## src/rtl/core101_pkg.sv

```systemverilog
// Shared constants and types for the core101 instruction-fetch sequencer.
// Latency: n/a (definitions only).
// Backpressure: n/a (definitions only).
package core101_pkg;

  // Datapath PC mux select encodings
  localparam logic [1:0] PC_SRC_SEQ    = 2'b00;  // PC + 4
  localparam logic [1:0] PC_SRC_BRANCH = 2'b01;  // branch target
  localparam logic [1:0] PC_SRC_JUMP   = 2'b10;  // jump / ALU result
  localparam logic [1:0] PC_SRC_TRAP   = 2'b11;  // trap vector

  typedef enum logic [2:0] {
    REQ   = 3'd0,
    WAIT  = 3'd1,
    FLUSH = 3'd2,
    HOLD  = 3'd3,
    ERROR = 3'd4
  } fetch_state_t;

endpackage

```

## src/rtl/core101_fetch_timeout_cnt.sv

```systemverilog
// Saturating wait-cycle counter; flags expiry once TIMEOUT_CYCLES is reached.
// Latency: count updates one cycle after clr/inc; expired is a decode of the count.
// Backpressure: none; clr has priority over inc.
//
// Ports:
//   core_clk  clock, rising edge
//   arst      asynchronous active-high reset
//   clr       return count to zero
//   inc       advance count (holds at TIMEOUT_CYCLES)
//   expired   count has reached TIMEOUT_CYCLES
module core101_fetch_timeout_cnt #(
  parameter int TIMEOUT_CYCLES = 15,
  parameter int TO_WIDTH       = 8
) (
  input  logic core_clk,
  input  logic arst,
  input  logic clr,
  input  logic inc,
  output logic expired
);

  localparam logic [TO_WIDTH-1:0] LIMIT = TO_WIDTH'(TIMEOUT_CYCLES);

  logic [TO_WIDTH-1:0] count;

  // Saturate at LIMIT so a request that lingers past the limit (e.g. a
  // redirect turning WAIT into FLUSH on the expiry cycle) still reads expired.
  always_ff @(posedge core_clk or posedge arst) begin
    if (arst) begin
      count <= '0;
    end else if (clr) begin
      count <= '0;
    end else if (inc && (count != LIMIT)) begin
      count <= count + TO_WIDTH'(1);
    end
  end

  assign expired = (count == LIMIT);

endmodule

```

## src/rtl/core101_fetch_sequencer.sv

```systemverilog
// Multi-cycle fetch controller: drives PC/IR enables and the imem request handshake.
// Latency: zero-wait memory gives one instruction every 2 cycles (REQ -> HOLD -> REQ).
// Backpressure: decode stall holds the IR in HOLD; imem ready is waited on up to TIMEOUT_CYCLES.
//
// Ports:
//   fetch_seq_clock_in / fetch_seq_reset_in   clock, async active-high reset
//   fetch_seq_imem_req_out / _imem_ready_in   instruction memory handshake
//   fetch_seq_stall_in                        decode cannot take the IR
//   fetch_seq_redirect_valid_in / _src_in     PC redirect from execute
//   fetch_seq_pc_set_val_out / _pc_src_out    datapath PC write enable and mux select
//   fetch_seq_ir_set_val_out                  datapath IR load enable
//   fetch_seq_ir_valid_out                    IR holds an unconsumed instruction
//   fetch_seq_err_out                         sticky fetch timeout error
// Optional: define CORE101_FETCH_PERF_EN to add fetch_seq_perf_ins_out and
// fetch_seq_perf_stall_out (32-bit wrapping instruction / stall counters).
module core101_fetch_sequencer #(
  parameter int TIMEOUT_CYCLES = 15,
  parameter int TO_WIDTH       = 8
) (
  input  logic        fetch_seq_clock_in,
  input  logic        fetch_seq_reset_in,
  output logic        fetch_seq_imem_req_out,
  input  logic        fetch_seq_imem_ready_in,
  input  logic        fetch_seq_stall_in,
  input  logic        fetch_seq_redirect_valid_in,
  input  logic [1:0]  fetch_seq_redirect_src_in,
  output logic        fetch_seq_pc_set_val_out,
  output logic [1:0]  fetch_seq_pc_src_out,
  output logic        fetch_seq_ir_set_val_out,
  output logic        fetch_seq_ir_valid_out,
  output logic        fetch_seq_err_out
`ifdef CORE101_FETCH_PERF_EN
  ,
  output logic [31:0] fetch_seq_perf_ins_out,
  output logic [31:0] fetch_seq_perf_stall_out
`endif
);

  import core101_pkg::*;

  fetch_state_t state;
  fetch_state_t state_nxt;
  logic         expired;
  logic         pc_set;
  logic [1:0]   pc_src;
  logic         ir_set;
  logic         cnt_inc;

  always_comb begin
    state_nxt = state;
    pc_set    = 1'b0;
    pc_src    = PC_SRC_SEQ;
    ir_set    = 1'b0;
    case (state)
      REQ: begin
        if (fetch_seq_redirect_valid_in) begin
          pc_set    = 1'b1;
          pc_src    = fetch_seq_redirect_src_in;
          // A response landing with the redirect is stale: drop it and refetch.
          state_nxt = fetch_seq_imem_ready_in ? REQ : FLUSH;
        end else if (fetch_seq_imem_ready_in) begin
          ir_set    = 1'b1;
          state_nxt = HOLD;
        end else begin
          state_nxt = WAIT;
        end
      end
      WAIT: begin
        if (fetch_seq_redirect_valid_in) begin
          pc_set    = 1'b1;
          pc_src    = fetch_seq_redirect_src_in;
          state_nxt = fetch_seq_imem_ready_in ? REQ : FLUSH;
        end else if (fetch_seq_imem_ready_in) begin
          ir_set    = 1'b1;
          state_nxt = HOLD;
        end else if (expired) begin
          state_nxt = ERROR;
        end
      end
      FLUSH: begin
        // Outstanding request must still drain; its data is never loaded.
        if (fetch_seq_redirect_valid_in) begin
          pc_set = 1'b1;
          pc_src = fetch_seq_redirect_src_in;
        end
        if (fetch_seq_imem_ready_in) begin
          state_nxt = REQ;
        end else if (expired) begin
          state_nxt = ERROR;
        end
      end
      HOLD: begin
        if (fetch_seq_redirect_valid_in) begin
          pc_set    = 1'b1;
          pc_src    = fetch_seq_redirect_src_in;
          state_nxt = REQ;
        end else if (!fetch_seq_stall_in) begin
          pc_set    = 1'b1;
          pc_src    = PC_SRC_SEQ;
          state_nxt = REQ;
        end
      end
      ERROR: begin
        // Only a trap redirect can recover the fetch unit.
        if (fetch_seq_redirect_valid_in && (fetch_seq_redirect_src_in == PC_SRC_TRAP)) begin
          pc_set    = 1'b1;
          pc_src    = PC_SRC_TRAP;
          state_nxt = REQ;
        end
      end
      default: state_nxt = REQ;
    endcase
  end

  always_ff @(posedge fetch_seq_clock_in or posedge fetch_seq_reset_in) begin
    if (fetch_seq_reset_in) begin
      state <= REQ;
    end else begin
      state <= state_nxt;
    end
  end

  // Count only while a request is outstanding; REQ->WAIT therefore lands on 1.
  assign cnt_inc = (state_nxt == WAIT) || (state_nxt == FLUSH);

  core101_fetch_timeout_cnt #(
    .TIMEOUT_CYCLES (TIMEOUT_CYCLES),
    .TO_WIDTH       (TO_WIDTH)
  ) u_timeout (
    .core_clk (fetch_seq_clock_in),
    .arst     (fetch_seq_reset_in),
    .clr      (!cnt_inc),
    .inc      (cnt_inc),
    .expired  (expired)
  );

  // Write enables are masked during reset so no PC/IR update escapes it.
  assign fetch_seq_imem_req_out   = (state == REQ) || (state == WAIT) || (state == FLUSH);
  assign fetch_seq_pc_set_val_out = pc_set && !fetch_seq_reset_in;
  assign fetch_seq_pc_src_out     = fetch_seq_reset_in ? PC_SRC_SEQ : pc_src;
  assign fetch_seq_ir_set_val_out = ir_set && !fetch_seq_reset_in;
  assign fetch_seq_ir_valid_out   = (state == HOLD);
  assign fetch_seq_err_out        = (state == ERROR);

`ifdef CORE101_FETCH_PERF_EN
  logic [31:0] perf_ins;
  logic [31:0] perf_stall;

  always_ff @(posedge fetch_seq_clock_in or posedge fetch_seq_reset_in) begin
    if (fetch_seq_reset_in) begin
      perf_ins   <= '0;
      perf_stall <= '0;
    end else if (state == HOLD) begin
      if (!fetch_seq_redirect_valid_in && !fetch_seq_stall_in) begin
        perf_ins <= perf_ins + 32'd1;
      end
      if (fetch_seq_stall_in) begin
        perf_stall <= perf_stall + 32'd1;
      end
    end
  end

  assign fetch_seq_perf_ins_out   = perf_ins;
  assign fetch_seq_perf_stall_out = perf_stall;
`endif

endmodule
```

## config.mk

```make
export PLATFORM = sky130hd
export DESIGN_NAME = core101_fetch_sequencer
export DESIGN_NICKNAME = d
export VERILOG_FILES = /design/src/rtl/core101_pkg.sv /design/src/rtl/core101_fetch_timeout_cnt.sv /design/src/rtl/core101_fetch_sequencer.sv
export SDC_FILE = /design/constraint.sdc
export NUM_CORES = 1
export LEC_CHECK = 0
export CORE_MARGIN = 2
export CORE_UTILIZATION = 40
export DETAILED_ROUTE_END_ITERATION = 10
export PLACE_DENSITY_LB_ADDON = 0.25
export SYNTH_ARGS = -nofsm -noshare
export SYNTH_HDL_FRONTEND = slang
export SYNTH_SLANG_ARGS = --single-unit
```

## constraint.sdc

```tcl
create_clock -name fetch_seq_clock_in -period 5.4 [get_ports fetch_seq_clock_in]
set_clock_uncertainty 0.05 [all_clocks]
set_input_delay 0.54 -clock fetch_seq_clock_in [delete_from_list [all_inputs] [get_ports fetch_seq_clock_in]]
set_output_delay 0.54 -clock fetch_seq_clock_in [all_outputs]
set_load 0.02 [all_outputs]
```

# Word level (Yosys, flattened, before mapping)

Index checks and enable logic that the tools add are counted.

Bits in registers: 11
Input port bits: 7
Output and inout port bits: 7
Word-level logic and storage cells: 50

$add $sub $neg: 1
Eq/ne operators: 10
Muxes and demuxes: 25
Reduce and logical (&&, ||, !) cells: 12

Operator list:

| operator                                                                 | number |
|---|---|
| 3-bit 2-to-1 mux                                                         | 7 |
| 8-bit 2-to-1 mux                                                         | 2 |
| 3-bit one-hot mux with 5 select lines                                    | 1 |
| 2-bit 2-to-1 mux                                                         | 6 |
| 3-bit by 2-bit == test with 1-bit output (second input constant)         | 3 |
| 8-bit by 1-bit adder with 8-bit output (second input constant)           | 1 |
| 8-bit by 4-bit == test with 1-bit output (second input constant)         | 1 |
| 8-bit by 4-bit inequality test with 1-bit output (second input constant) | 1 |
| 1-bit 2-to-1 mux                                                         | 7 |
| 3-bit by 1-bit == test with 1-bit output (second input constant)         | 2 |
| 1-bit logical AND                                                        | 4 |
| 2-bit one-hot mux with 2 select lines                                    | 1 |
| 4-bit OR reduction                                                       | 1 |
| 3-bit == test (second input constant)                                    | 1 |
| 3-bit logical NOT                                                        | 1 |
| 1-bit logical OR                                                         | 3 |
| 1-bit one-hot mux with 3 select lines                                    | 1 |
| 3-bit OR reduction                                                       | 1 |
| 2-bit == test (second input constant)                                    | 1 |
| 2-bit inequality test (second input constant)                            | 1 |
| 2-bit OR reduction                                                       | 1 |
| 1-bit logical NOT                                                        | 1 |

# Depth between registers and ports, before layout

Gate-level depths: netlist of the first run.

Word-level depth: 10
Mapped depth: 7
Mapped depth without buffers: 7

# Modules after synthesis

A second synthesis of the first run with hierarchy kept.

Cells, all modules: 95
Area total of the unflattened synthesis: 837.1 µm²

Modules (own cells, without submodules):

| module                    | instances | cells an instance | area each (µm²) | sequential area each (µm²) |
|---|---|---|---|---|
| core101_fetch_timeout_cnt | 1         | 49                | 467.9           | 200.2 |
| core101_fetch_sequencer   | 1         | 46                | 369.1           | 75.1 |

# Worst setup path before layout of the first run

OpenSTA, ideal clock, no wires.

Path type: input -> output
From: in fetch_seq_redirect_valid_in
To: out fetch_seq_ir_set_val_out
Arrival time: 1.452 ns
Data required time: 4.810 ns
Setup slack: 3.358 ns
Stages on the path: 3
Buffers on the path: 0
Cell sequence: inv_1 ha_1 nor4b_1

Word-level cells in the longest chain between the ends: 3

RTL lines:

| element            | RTL line                       | text |
|---|---|---|
| start: declaration | core101_fetch_sequencer.sv:25  | `input logic fetch_seq_redirect_valid_in,` |
| 1-bit 2-to-1 mux   | core101_fetch_sequencer.sv:56  | `if (fetch_seq_redirect_valid_in) begin` |
| 1-bit 2-to-1 mux   | --                             |  |
| 1-bit logical AND  | core101_fetch_sequencer.sv:141 | `assign fetch_seq_ir_set_val_out = ir_set && !fetch_seq_reset_in;` |
| end: declaration   | core101_fetch_sequencer.sv:29  | `output logic fetch_seq_ir_set_val_out,` |

No other way between the ends.

# Final worst setup path of the first run

Ends and elaborated chain as after synthesis.

==> impl_table.tex, run 1 <==
\begin{tabular}{lr}
\hline
Metric & Value \\
\hline
\multicolumn{2}{l}{\textbf{Layout}} \\
Layout filler cell count & 173 \\
Number of antenna cells inserted & 0 \\
Design Area, Final & 909.6 µm² \\
Syn-to-layout area delta & 23.64\% \\
Net total in the final layout & between 100 and 150 \\
Cell Count, Final, Fillers Out & 124 \\
Fraction of final layout cells sized beyond drive strength 1 & 0.1010 \\
Total area of sequential cells & 275.3 µm² \\
Total area of multi-input combinational cells & around 440 µm² \\
\multicolumn{2}{l}{\textbf{Synth}} \\
Number of enable-type register cells in the synthesized netlist & 0 \\
Top flip-flop cell by instance count after synthesis & dfrtp\_1 \\
Area share of the leading cell type in the synthesized netlist & 0.3741 \\
Distinct cell type count after synthesis & 32 \\
Number of warning messages in the yosys log & 0 \\
Post-Synthesis Cells & 85 \\
Total nets after synthesis & 94 \\
Dominant cell by count in the synthesized netlist & nor2\_1 \\
Combined area of all synthesized cells & approximately 740 µm² \\
Top area cells in the synthesized netlist & dfrtp\_1 37\%, nor2\_1 6.6\%, nand2\_1 6.1\%, a21oi\_1 4.1\%, xnor2\_4 3.7\% \\
Number of storage elements in the synthesis netlist & 11 \\
Async set-or-reset flop fraction in the synthesized netlist & 1.000 \\
Proportion of synthesized chip area in sequential cells & 0.3741 \\
Post-synthesis area per instance & 8.655 µm² \\
Top cells by instance count after synthesis & 13 x nor2\_1, 12 x nand2\_1, 11 x dfrtp\_1 \\
Library cell occupying the most area in the post-synthesis netlist & dfrtp\_1 \\
\multicolumn{2}{l}{\textbf{Worst setup path}} \\
Count of cells along the worst register-to-register path & 5 \\
CP Data Arrival Time & approximately 2200 ps \\
Capturing element type of the critical path & primary output \\
Required time worst endpoint & 4810 ps \\
Critical path class & in2out \\
Kind of cell adding the most delay to the critical path & buffers and inverters \\
Critical R2R Launch & u\_timeout.count[4] \\
FF-to-FF setup slack & 3500 ps \\
CP Max Fanout & 6 \\
CP peak stage delay & between 600 and 700 ps \\
Setup crit start kind & primary input \\
Crit path buf inv count & 3 \\
Slowest cell on the critical path & clkdlybuf4s50\_1 \\
Cell repeated most along the worst path & clkdlybuf4s50\_1 \\
Terminus of the critical flop-to-flop path & u\_timeout.count[0] \\
Critical Path, Cell by Cell & clkdlybuf4s50\_1 > inv\_1 > ha\_1 > nor4b\_1 > clkdlybuf4s50\_1 \\
\multicolumn{2}{l}{\textbf{Route}} \\
Vias after detailed routing & between 600 and 700 \\
Total detailed-routing wirelength & between 1000 and 1500 µm \\
Via-per-instance ratio & between 5 and 6 \\
Detailed router's first-iteration violation count & 12 \\
Final antenna-violating net count & 0 \\
DR WL/cell & around 12 µm \\
1st-pass router iterations & 6 \\
DRC viols & 0 \\
\multicolumn{2}{l}{\textbf{Pwr}} \\
Sw Pwr & 116.9 µW \\
Switching part of the total & 0.3853 \\
Maximum vdd drop & 0.1310 mV \\
Part of the power in registers & 0.396 \\
Internal power consumption & $\sim$190 µW \\
Power per cell area & approximately 330 nW/µm² \\
Leak Pwr & approximately 0.00037 µW \\
Power, Total & 303.3 µW \\
Clock share of power & 0.187 \\
Logic pwr share & 0.417 \\
\multicolumn{2}{l}{\textbf{Hold path}} \\
Number of cells traversed by the worst hold path & 2 \\
Hold path endpoint & u\_timeout.count[7] \\
Launch instance of the worst min-delay path & u\_timeout.count[7] \\
Worst hold path class & reg2reg \\
\multicolumn{2}{l}{\textbf{Placement}} \\
Post-Place Cell Area & 883.3 µm² \\
Final Wtd Congestion & a little over 0.8 \\
Half-perimeter wire length after detailed placement & approximately 1100 µm \\
Instance count after placement with tap cells included & 120 \\
PortBufs & 13 \\
\multicolumn{2}{l}{\textbf{Timing}} \\
Slew at the pin with the worst max-slew slack & roughly 470 ps \\
Unrepaired setup endpoints after global routing & no \\
Part of the cycle the worst path needs & 0.5138 \\
Max-slew violation count & 0 \\
Sum Neg Setup Slack & 0 ps \\
Maximum clock frequency & around 360 MHz \\
Final count of hold timing violations & 0 \\
Total of endpoints with negative setup slack in the final report & 0 \\
Slew Limit Headroom & 0.6855 \\
Final critical-path required period & $\sim$2800 ps \\
\multicolumn{2}{l}{\textbf{Global route}} \\
Pin count of the biggest net entering global routing & 13 \\
Wire length of the first global-routing pass & 2415 µm \\
Vias in the first global route & 562 \\
Initial antenna violation count & 0 \\
Remaining global-route overflow & 0 \\
Total global routing track utilization & 0.1524 \\
\multicolumn{2}{l}{\textbf{Floorplanning}} \\
Width of the die & approximately 47 µm \\
Placeable core region & 1727 µm² \\
Site Rows & 15 \\
Height of the die & between 40 and 50 µm \\
Die outline area & about 2200 µm² \\
Effective utilization at floorplan & 0.4261 \\
Number of top-level pins & 14 \\
\multicolumn{2}{l}{\textbf{Clock network}} \\
Number of buffers inserted by hold repair at cts & 0 \\
Maximum buffer depth of the clock tree & 2 \\
Clock tree from TritonCTS & done \\
CTS Sinks & 11 \\
CTS Buf Count & 3 \\
Clk pin slew, worst setup/hold paths & $\sim$70 ps \\
Number of gates resized after CTS & 0 \\
Clock latency of the later-clocked register in the worst-skew pair & about 270 ps \\
Post-CTS setup-driven buffer insertion count & 0 \\
H-Tree Depth & 1 \\
Clock root cell & clkbuf\_4 \\
\multicolumn{2}{l}{\textbf{Job}} \\
Number of maximum-capacitance violations & 0 \\
\multicolumn{2}{l}{\textbf{Outcome}} \\
Outcome & completed \\
\hline
\end{tabular}
cells by family after synthesis:
| logic type | synth area share |
|---|---|
| adders and majority gates | 0.03401 |
| and+or+nand+nor | 0.2891 |
| buffers and inverters | 0.03401 |
| muxes | 0.01531 |
| AOI/OAI and AO/OA | 0.1684 |
| xor gates and xnor gates | 0.08505 |
| DFF | 0.3741 |
layer usage:
metal	up-vias	share of wire	track usage	wire length (µm)
li1	327	-	-	-
met1	299	0.48	0.1893	688
met2	13	0.49	0.2603	703
met3	2	0.024	0.03462	34
met4	0	0.0056	0.05000	8
met5	-	0	0	0
metrics by stage:
stage	hold slack, ps	utilization	setup WS [ps]
global route	571.8	0.5268	2474
finish	528.0	0.5268	2625
detailed placement	519.5	0.5116	2611
global placement	505.5	0.5116	2658
CTS	534.4	0.5268	2598
floorplan	342.4	-	3358
worst reg2reg max path: stages (launching register included):
cell and delay [ps]:
dfrtp_1 450, or4_4 590, o21ai_2 180, a31oi_4 140, xnor2_4 290, nor2_1 80
worst max path at each step:
| stage | startpoint | end | depth (start not counted) |
|---|---|---|---|
| 2_1_floorplan | fetch_seq_redirect_valid_in | fetch_seq_ir_set_val_out | 3 |
| 3_3_place_gp | fetch_seq_redirect_valid_in | fetch_seq_ir_set_val_out | 5 |
| 3_5_place_dp | fetch_seq_redirect_valid_in | fetch_seq_ir_set_val_out | 5 |
| 4_1_cts | fetch_seq_redirect_valid_in | fetch_seq_ir_set_val_out | 5 |
| 5_1_grt | fetch_seq_redirect_valid_in | fetch_seq_ir_set_val_out | 5 |
| 6_report | fetch_seq_redirect_valid_in | fetch_seq_ir_set_val_out | 5 |
final cells by class:
class                   count  area share
multi-input cells          68      0.4787
flip-flops and latches     11      0.3026
well taps                  25     0.03439
repair buffers             13      0.1431
clock buffers               4     0.02889
inverters                   3     0.01238
power groups by stage:
stage | logic [µW] | registers [µW] | clock network (µW)
4_1_cts | 129 | 120 | 58.2
3_3_place_gp | 127 | 121 | 0
2_1_floorplan | 112 | 105 | 0
5_1_grt | 141 | 122 | 62.6
3_5_place_dp | 128 | 122 | 0
6_report | 126 | 120 | 56.7
cells in the final DEF, fill, tap and decap left out, types with 2 or more instances in the layout:
cell             synthesis  layout
clkdlybuf4s50_1          0      13
xor2_1                   3       3
nand3_1                  5       5
a31oi_1                  2       2
ha_1                     2       2
inv_1                    3       3
dfrtp_1                 11      11
a21oi_1                  6       6
o21ai_0                  2       2
nand2_1                 12      12
nor3_1                   3       3
nor2_1                  13      13
clkbuf_4                 0       3
nor3b_1                  2       2
sequential cells by signal (all words and copies together), names as in the netlist:
name / count
state: 3
u_timeout.count: 8
Power figures use the tool's default switching activity.
==> run 2: changes to the inputs <==
==> constraint.sdc (replaced) <==
create_clock -name fetch_seq_clock_in -period 2.64 [get_ports fetch_seq_clock_in]
set_clock_uncertainty 0.05 [all_clocks]
set_input_delay 0.264 -clock fetch_seq_clock_in [delete_from_list [all_inputs] [get_ports fetch_seq_clock_in]]
set_output_delay 0.264 -clock fetch_seq_clock_in [all_outputs]
set_load 0.02 [all_outputs]
==> impl_table.tex, run 2 (synthesized netlist as in run 1, its figures left out) <==
\begin{tabular}{lr}
\hline
Metric & Value \\
\hline
\multicolumn{2}{l}{\textbf{Placement}} \\
Final Wtd Congestion & 0.7763 (was 0.8200) \\
Half-perimeter wire length after detailed placement & 1090 µm (was 1086 µm) \\
Instance count after placement with tap cells included & 120 (unchanged) \\
PortBufs & 13 (unchanged) \\
\multicolumn{2}{l}{\textbf{Pwr}} \\
Internal power consumption & 381.6 µW (was 186.4 µW) \\
Part of the power in registers & 0.396 (about the same) \\
Sw Pwr & 235.9 µW (was 116.9 µW) \\
Logic pwr share & 0.424 (was 0.417) \\
Leak Pwr & 0.0003722 µW (unchanged) \\
Maximum vdd drop & 0.2497 mV (was 0.1310 mV) \\
Power per cell area & 678.8 nW/µm² (was 333.4 nW/µm²) \\
Switching part of the total & 0.3820 (was 0.3853) \\
Power, Total & 617.5 µW (was 303.3 µW) \\
Clock share of power & 0.180 (was 0.187) \\
\multicolumn{2}{l}{\textbf{Layout}} \\
Net total in the final layout & 109 (unchanged) \\
Cell Count, Final, Fillers Out & 124 (unchanged) \\
Top library cells by usage in the layout, fill and taps aside & 13 x nor2\_1, 13 x clkdlybuf4s50\_1, 12 x nand2\_1 (unchanged) \\
Syn-to-layout area delta & 23.64\% (unchanged) \\
Flip-flop count of the largest register after layout & 8 (unchanged) \\
Final standard cell utilization of the core & 0.5268 (unchanged) \\
Largest regs & u\_timeout.count x8, state x3 (unchanged) \\
Fraction of final layout cells sized beyond drive strength 1 & 0.1010 (unchanged) \\
Biggest register & u\_timeout.count (unchanged) \\
Number of antenna cells inserted & 0 (unchanged) \\
\multicolumn{2}{l}{\textbf{Clock network}} \\
H-Tree Depth & 1 (unchanged) \\
Number of gates resized after CTS & 0 (unchanged) \\
Clock root cell & clkbuf\_4 (unchanged) \\
Clk pin slew, worst setup/hold paths & 70 ps (about the same) \\
Number of buffers inserted by hold repair at cts & 0 (unchanged) \\
Clock latency of the later-clocked register in the worst-skew pair & 270 ps (about the same) \\
CTS Sinks & 11 (unchanged) \\
CTS Buf Count & 3 (unchanged) \\
Post-CTS setup-driven buffer insertion count & 0 (unchanged) \\
Clock tree from TritonCTS & done (unchanged) \\
Maximum buffer depth of the clock tree & 2 (unchanged) \\
\multicolumn{2}{l}{\textbf{Route}} \\
Via-per-instance ratio & 5.153 (was 5.169) \\
Total detailed-routing wirelength & 1447 µm (was 1434 µm) \\
DR WL/cell & 11.67 µm (was 11.56 µm) \\
Detailed router's first-iteration violation count & 6 (was 12) \\
Final antenna-violating net count & 0 (unchanged) \\
1st-pass router iterations & 3 (was 6) \\
Vias after detailed routing & 639 (was 641) \\
DRC viols & 0 (unchanged) \\
\multicolumn{2}{l}{\textbf{Floorplanning}} \\
Effective utilization at floorplan & 0.4261 (unchanged) \\
Site Rows & 15 (unchanged) \\
Height of the die & 46.89 µm (unchanged) \\
Die outline area & 2198 µm² (unchanged) \\
Number of top-level pins & 14 (unchanged) \\
Placeable core region & 1727 µm² (unchanged) \\
Width of the die & 46.89 µm (unchanged) \\
\multicolumn{2}{l}{\textbf{Global route}} \\
Remaining global-route overflow & 0 (unchanged) \\
Initial antenna violation count & 0 (unchanged) \\
Total global routing track utilization & 0.1629 (was 0.1524) \\
Pin count of the biggest net entering global routing & 13 (unchanged) \\
Wire length of the first global-routing pass & 2525 µm (was 2415 µm) \\
Vias in the first global route & 600 (was 562) \\
\multicolumn{2}{l}{\textbf{Worst setup path}} \\
CP Data Arrival Time & 1920 ps (was 2180 ps) \\
Critical path class & reg2out (was in2out) \\
Count of cells along the worst register-to-register path & 5 (unchanged) \\
CP Max Fanout & 9 (was 6) \\
Critical R2R Launch & u\_timeout.count[4] (unchanged) \\
Setup crit start kind & flop (was primary input) \\
Terminus of the critical flop-to-flop path & u\_timeout.count[1] (was u\_timeout.count[0]) \\
Capturing element type of the critical path & primary output (unchanged) \\
FF-to-FF setup slack & 730 ps (was 3500 ps) \\
Required time worst endpoint & 2330 ps (was 4810 ps) \\
\multicolumn{2}{l}{\textbf{Timing}} \\
Unrepaired setup endpoints after global routing & no (unchanged) \\
Final count of hold timing violations & 0 (unchanged) \\
Total of endpoints with negative setup slack in the final report & 0 (unchanged) \\
Sum Neg Setup Slack & 0 ps (unchanged) \\
Part of the cycle the worst path needs & 0.8478 \\
Slew at the pin with the worst max-slew slack & 479.3 ps (was 467.5 ps) \\
Hold Worst Slack & 322.2 ps (was 528.0 ps) \\
Slew Limit Headroom & 0.6775 (was 0.6855) \\
Maximum clock frequency & roughly 450 MHz \\
Max-slew violation count & 0 (unchanged) \\
Final critical-path required period & $\sim$2200 ps \\
\multicolumn{2}{l}{\textbf{Hold path}} \\
Worst hold path class & in2async (was reg2reg) \\
\multicolumn{2}{l}{\textbf{Outcome}} \\
Outcome & completed (unchanged) \\
\multicolumn{2}{l}{\textbf{Job}} \\
Number of maximum-capacitance violations & 0 (unchanged) \\
\hline
\end{tabular}
-- run 2: cell counts in the layout (fill, tap and decap cells not counted) --
No cell type changed its count.
-- run 2: worst max path at each step --
| stage | start | end | cells past startpoint |
|---|---|---|---|
| floorplan | u_timeout.count[4] | u_timeout.count[3] | 5 |
| global placement | fetch_seq_redirect_valid_in | fetch_seq_ir_set_val_out | 5 |
| detailed placement | fetch_seq_redirect_valid_in | fetch_seq_ir_set_val_out | 5 |
| CTS | state[0] | fetch_seq_pc_set_val_out | 6 |
| global route | state[1] | fetch_seq_pc_set_val_out | 6 |
| finish | state[0] | fetch_seq_pc_set_val_out | 6 |
-- run 2: power by group through the flow --
stage	sequential (µW)	combinational (µW)	clock [µW]
after floorplan	215	229	0
after global placement	249	259	0
after detailed placement	247	261	0
after CTS	244	265	116
after global routing	252	289	126
final	245	262	111
-- run 2: area by class of cell --
type | count | area [µm²]
inverter | 3 | 11.26
sequential | 11 | 275.3
tap | 25 | 31.28
timing repair buffer | 13 | 130.1
multi-input combinational | 68 | 435.4
clock buffer | 4 | 26.28
fill | 172 | 817.0
-- run 2: critical path, stage by stage, from the launching register on --
cell and delay, ps:
dfrtp_1 480, nor2_1 250, nand3_1 100, nand2_1 70, a21oi_1 60, nor2_1 90
clkdlybuf4s50_1 600
-- run 2: metrics by stage --
step	setup slack, ps	area, µm²
global route	243.4	909.6
detailed placement	382.8	883.3
CTS	381.3	909.6
finish	401.9	909.6
global placement	402.7	883.3
floorplan	872.6	735.7
-- run 2: per-layer routing --
layer	vias up	global-route usage	wire length [µm]
li1	326	-	-
met1	302	0.1972	684
met2	9	0.2630	723
met3	2	0.04231	17
met4	0	0.08889	21
met5	-	0	0
==> run 3: changes to the inputs <==
==> constraint.sdc (replaced) <==
create_clock -name fetch_seq_clock_in -period 2.2 [get_ports fetch_seq_clock_in]
set_clock_uncertainty 0.05 [all_clocks]
set_input_delay 0.22 -clock fetch_seq_clock_in [delete_from_list [all_inputs] [get_ports fetch_seq_clock_in]]
set_output_delay 0.22 -clock fetch_seq_clock_in [all_outputs]
set_load 0.02 [all_outputs]
==> impl_table.tex, run 3 (synthesized netlist as in run 1, its figures left out) <==
\begin{tabular}{lr}
\hline
Metric & Value \\
\hline
\multicolumn{2}{l}{\textbf{Floorplanning}} \\
Number of top-level pins & 14 (unchanged) \\
Width of the die & 46.89 µm (unchanged) \\
Effective utilization at floorplan & 0.4261 (unchanged) \\
Placeable core region & 1727 µm² (unchanged) \\
Height of the die & 46.89 µm (unchanged) \\
Die outline area & 2198 µm² (unchanged) \\
Site Rows & 15 (unchanged) \\
\multicolumn{2}{l}{\textbf{Route}} \\
DR WL/cell & 12.63 µm (was 11.67 µm) \\
Final antenna-violating net count & 0 (unchanged) \\
DRC viols & 0 (unchanged) \\
Via-per-instance ratio & 5.246 (was 5.153) \\
Vias after detailed routing & 661 (was 639) \\
Total detailed-routing wirelength & 1592 µm (was 1447 µm) \\
1st-pass router iterations & 4 (was 3) \\
Detailed router's first-iteration violation count & 19 (was 6) \\
\multicolumn{2}{l}{\textbf{Clock network}} \\
Clock latency of the later-clocked register in the worst-skew pair & 270 ps (about the same) \\
Number of buffers inserted by hold repair at cts & 0 (unchanged) \\
Clk pin slew, worst setup/hold paths & 70 ps (about the same) \\
Clock tree from TritonCTS & done (unchanged) \\
CTS Buf Count & 3 (unchanged) \\
Maximum buffer depth of the clock tree & 2 (unchanged) \\
Post-CTS setup-driven buffer insertion count & 0 (unchanged) \\
CTS Sinks & 11 (unchanged) \\
Clock root cell & clkbuf\_4 (unchanged) \\
H-Tree Depth & 1 (unchanged) \\
\multicolumn{2}{l}{\textbf{Timing}} \\
Total of endpoints with negative setup slack in the final report & 0 (unchanged) \\
Part of the cycle the worst path needs & 0.9274 \\
Final WS setup & 159.7 ps (was 401.9 ps) \\
Unrepaired setup endpoints after global routing & no (unchanged) \\
Final count of hold timing violations & 0 (unchanged) \\
Sum Neg Setup Slack & 0 ps (unchanged) \\
Slew Limit Headroom & 0.6691 (was 0.6775) \\
Final critical-path required period & between 2000 and 2500 ps \\
Max-slew violation count & 0 (unchanged) \\
Maximum clock frequency & 490.1 MHz \\
Slew at the pin with the worst max-slew slack & 491.9 ps (was 479.3 ps) \\
\multicolumn{2}{l}{\textbf{Worst setup path}} \\
CP peak stage delay & 620 ps (was 600 ps) \\
Critical path class & reg2out (unchanged) \\
Critical Path, Cell by Cell & nor2\_2 > nand2\_1 > a21oi\_1 > clkdlybuf4s50\_1 (was nor2\_1 > nand3\_1 > nand2\_1 > a21oi\_1 > nor2\_1 > clkdlybuf4s50\_1) \\
CP Max Fanout & 9 (unchanged) \\
CP Data Arrival Time & 1770 ps (was 1920 ps) \\
Required time worst endpoint & 1930 ps (was 2330 ps) \\
Capturing element type of the critical path & primary output (unchanged) \\
Setup crit start kind & flop (unchanged) \\
Slowest cell on the critical path & clkdlybuf4s50\_1 (unchanged) \\
\multicolumn{2}{l}{\textbf{Layout}} \\
Flip-flop count of the largest register after layout & 8 (unchanged) \\
Layout filler cell count & 168 (was 172) \\
Net total in the final layout & 111 (was 109) \\
Total area of sequential cells & 277.8 µm² (was 275.3 µm²) \\
Number of antenna cells inserted & 0 (unchanged) \\
Top library cells by usage in the layout, fill and taps aside & 12 x nand2\_1, 12 x nor2\_1, 11 x clkdlybuf4s50\_1 (was 13 x nor2\_1, 13 x clkdlybuf4s50\_1, 12 x nand2\_1) \\
Biggest register & u\_timeout.count (unchanged) \\
Largest regs & u\_timeout.count x8, state x3 (unchanged) \\
Total area of multi-input combinational cells & 437.9 µm² (was 435.4 µm²) \\
Cell Count, Final, Fillers Out & 126 (was 124) \\
Syn-to-layout area delta & 27.04\% (was 23.64\%) \\
Fraction of final layout cells sized beyond drive strength 1 & 0.1485 (was 0.1010) \\
\multicolumn{2}{l}{\textbf{Outcome}} \\
Outcome & completed (unchanged) \\
\multicolumn{2}{l}{\textbf{Pwr}} \\
Power, Total & 757.3 µW (was 617.5 µW) \\
Maximum vdd drop & 0.3777 mV (was 0.2497 mV) \\
Leak Pwr & 0.0004105 µW (was 0.0003722 µW) \\
Power per cell area & 810.2 nW/µm² (was 678.8 nW/µm²) \\
\multicolumn{2}{l}{\textbf{Global route}} \\
Wire length of the first global-routing pass & 2697 µm (was 2525 µm) \\
Pin count of the biggest net entering global routing & 13 (unchanged) \\
Remaining global-route overflow & 0 (unchanged) \\
Vias in the first global route & 634 (was 600) \\
Initial antenna violation count & 0 (unchanged) \\
Total global routing track utilization & 0.1738 (was 0.1629) \\
\multicolumn{2}{l}{\textbf{Placement}} \\
Instance count after placement with tap cells included & 122 (was 120) \\
Final Wtd Congestion & 0.8229 (was 0.7763) \\
Half-perimeter wire length after detailed placement & 1195 µm (was 1090 µm) \\
PortBufs & 13 (unchanged) \\
Dpl ws & 152.3 ps (was 382.8 ps) \\
\multicolumn{2}{l}{\textbf{Job}} \\
Number of maximum-capacitance violations & 0 (unchanged) \\
\multicolumn{2}{l}{\textbf{Hold path}} \\
Worst hold path class & in2async (unchanged) \\
\hline
\end{tabular}
## run 3: cell count changes in the layout (fill, tap and decap cells not counted), sizes merged
cell           before  now
buf                 0    2
clkdlybuf4s50      13   11
dlymetal6s2s        0    2
## run 3: worst max-delay path, delay by kind of cell, from the launching register on
kind                   cells  cell delay (ps)
DFF                        1              480
buffers and inverters      1              620
and+or+nand+nor            2              260
AOI/OAI and AO/OA          1              140
## run 3: area by class of cell
class / instances / share of cell area
clock buffer: 4 / 0.02811
multi-input combinational: 68 / 0.4685
tap: 25 / 0.03347
timing repair buffer: 15 / 0.1606
inverter: 3 / 0.01205
sequential: 11 / 0.2972
## run 3: metrics by stage
| step | area, µm² | utilization | hold WS [ps] |
|---|---|---|---|
| floorplan | 735.7 | - | 22.44 |
| global placement | 898.4 | 0.5203 | 512.0 |
| detailed placement | 898.4 | 0.5203 | 516.2 |
| CTS | 927.1 | 0.5370 | 304.5 |
| global route | 934.6 | 0.5413 | 336.8 |
| finish | 934.6 | 0.5413 | 286.8 |
## run 3: routing by layer
layer	GRT usage	vias to the layer above	share of wire
met1	0.2114	317	0.47
met3	0.04615	0	0.028
met2	0.2932	13	0.51
met5	0	-	0
li1	-	331	-
met4	0.06667	0	0
## run 3: worst paths after layout
| kind | to | slack, ps | startpoint | cells after the start |
|---|---|---|---|---|
| min in group fetch_seq_clock_in | u_timeout.count[1] | 520 | u_timeout.count[1] | 2 |
| worst max register to register | u_timeout.count[3] | 260 | u_timeout.count[4] | 5 |
| worst max-delay path | fetch_seq_pc_src_out[0] | 160 | state[0] | 4 |
| max in group asynchronous | state[1] | 1490 | fetch_seq_reset_in | 2 |
| worst min-delay path | u_timeout.count[7] | 290 | fetch_seq_reset_in | 2 |
| worst min register to register | u_timeout.count[1] | 520 | u_timeout.count[1] | 2 |
## run 3: power by group
part | leakage, µW | internal [µW] | switching (µW)
sequential | 0.000146 | 240 | 61.9
clock | 0.0000150 | 70.2 | 69.9
combinational | 0.000250 | 155 | 161
## run 3: timing repair
action | CTS | global route
pin swaps | 0 | 0
setup endpoints to repair | 1 | 2
gates resized for setup | 1 | 4
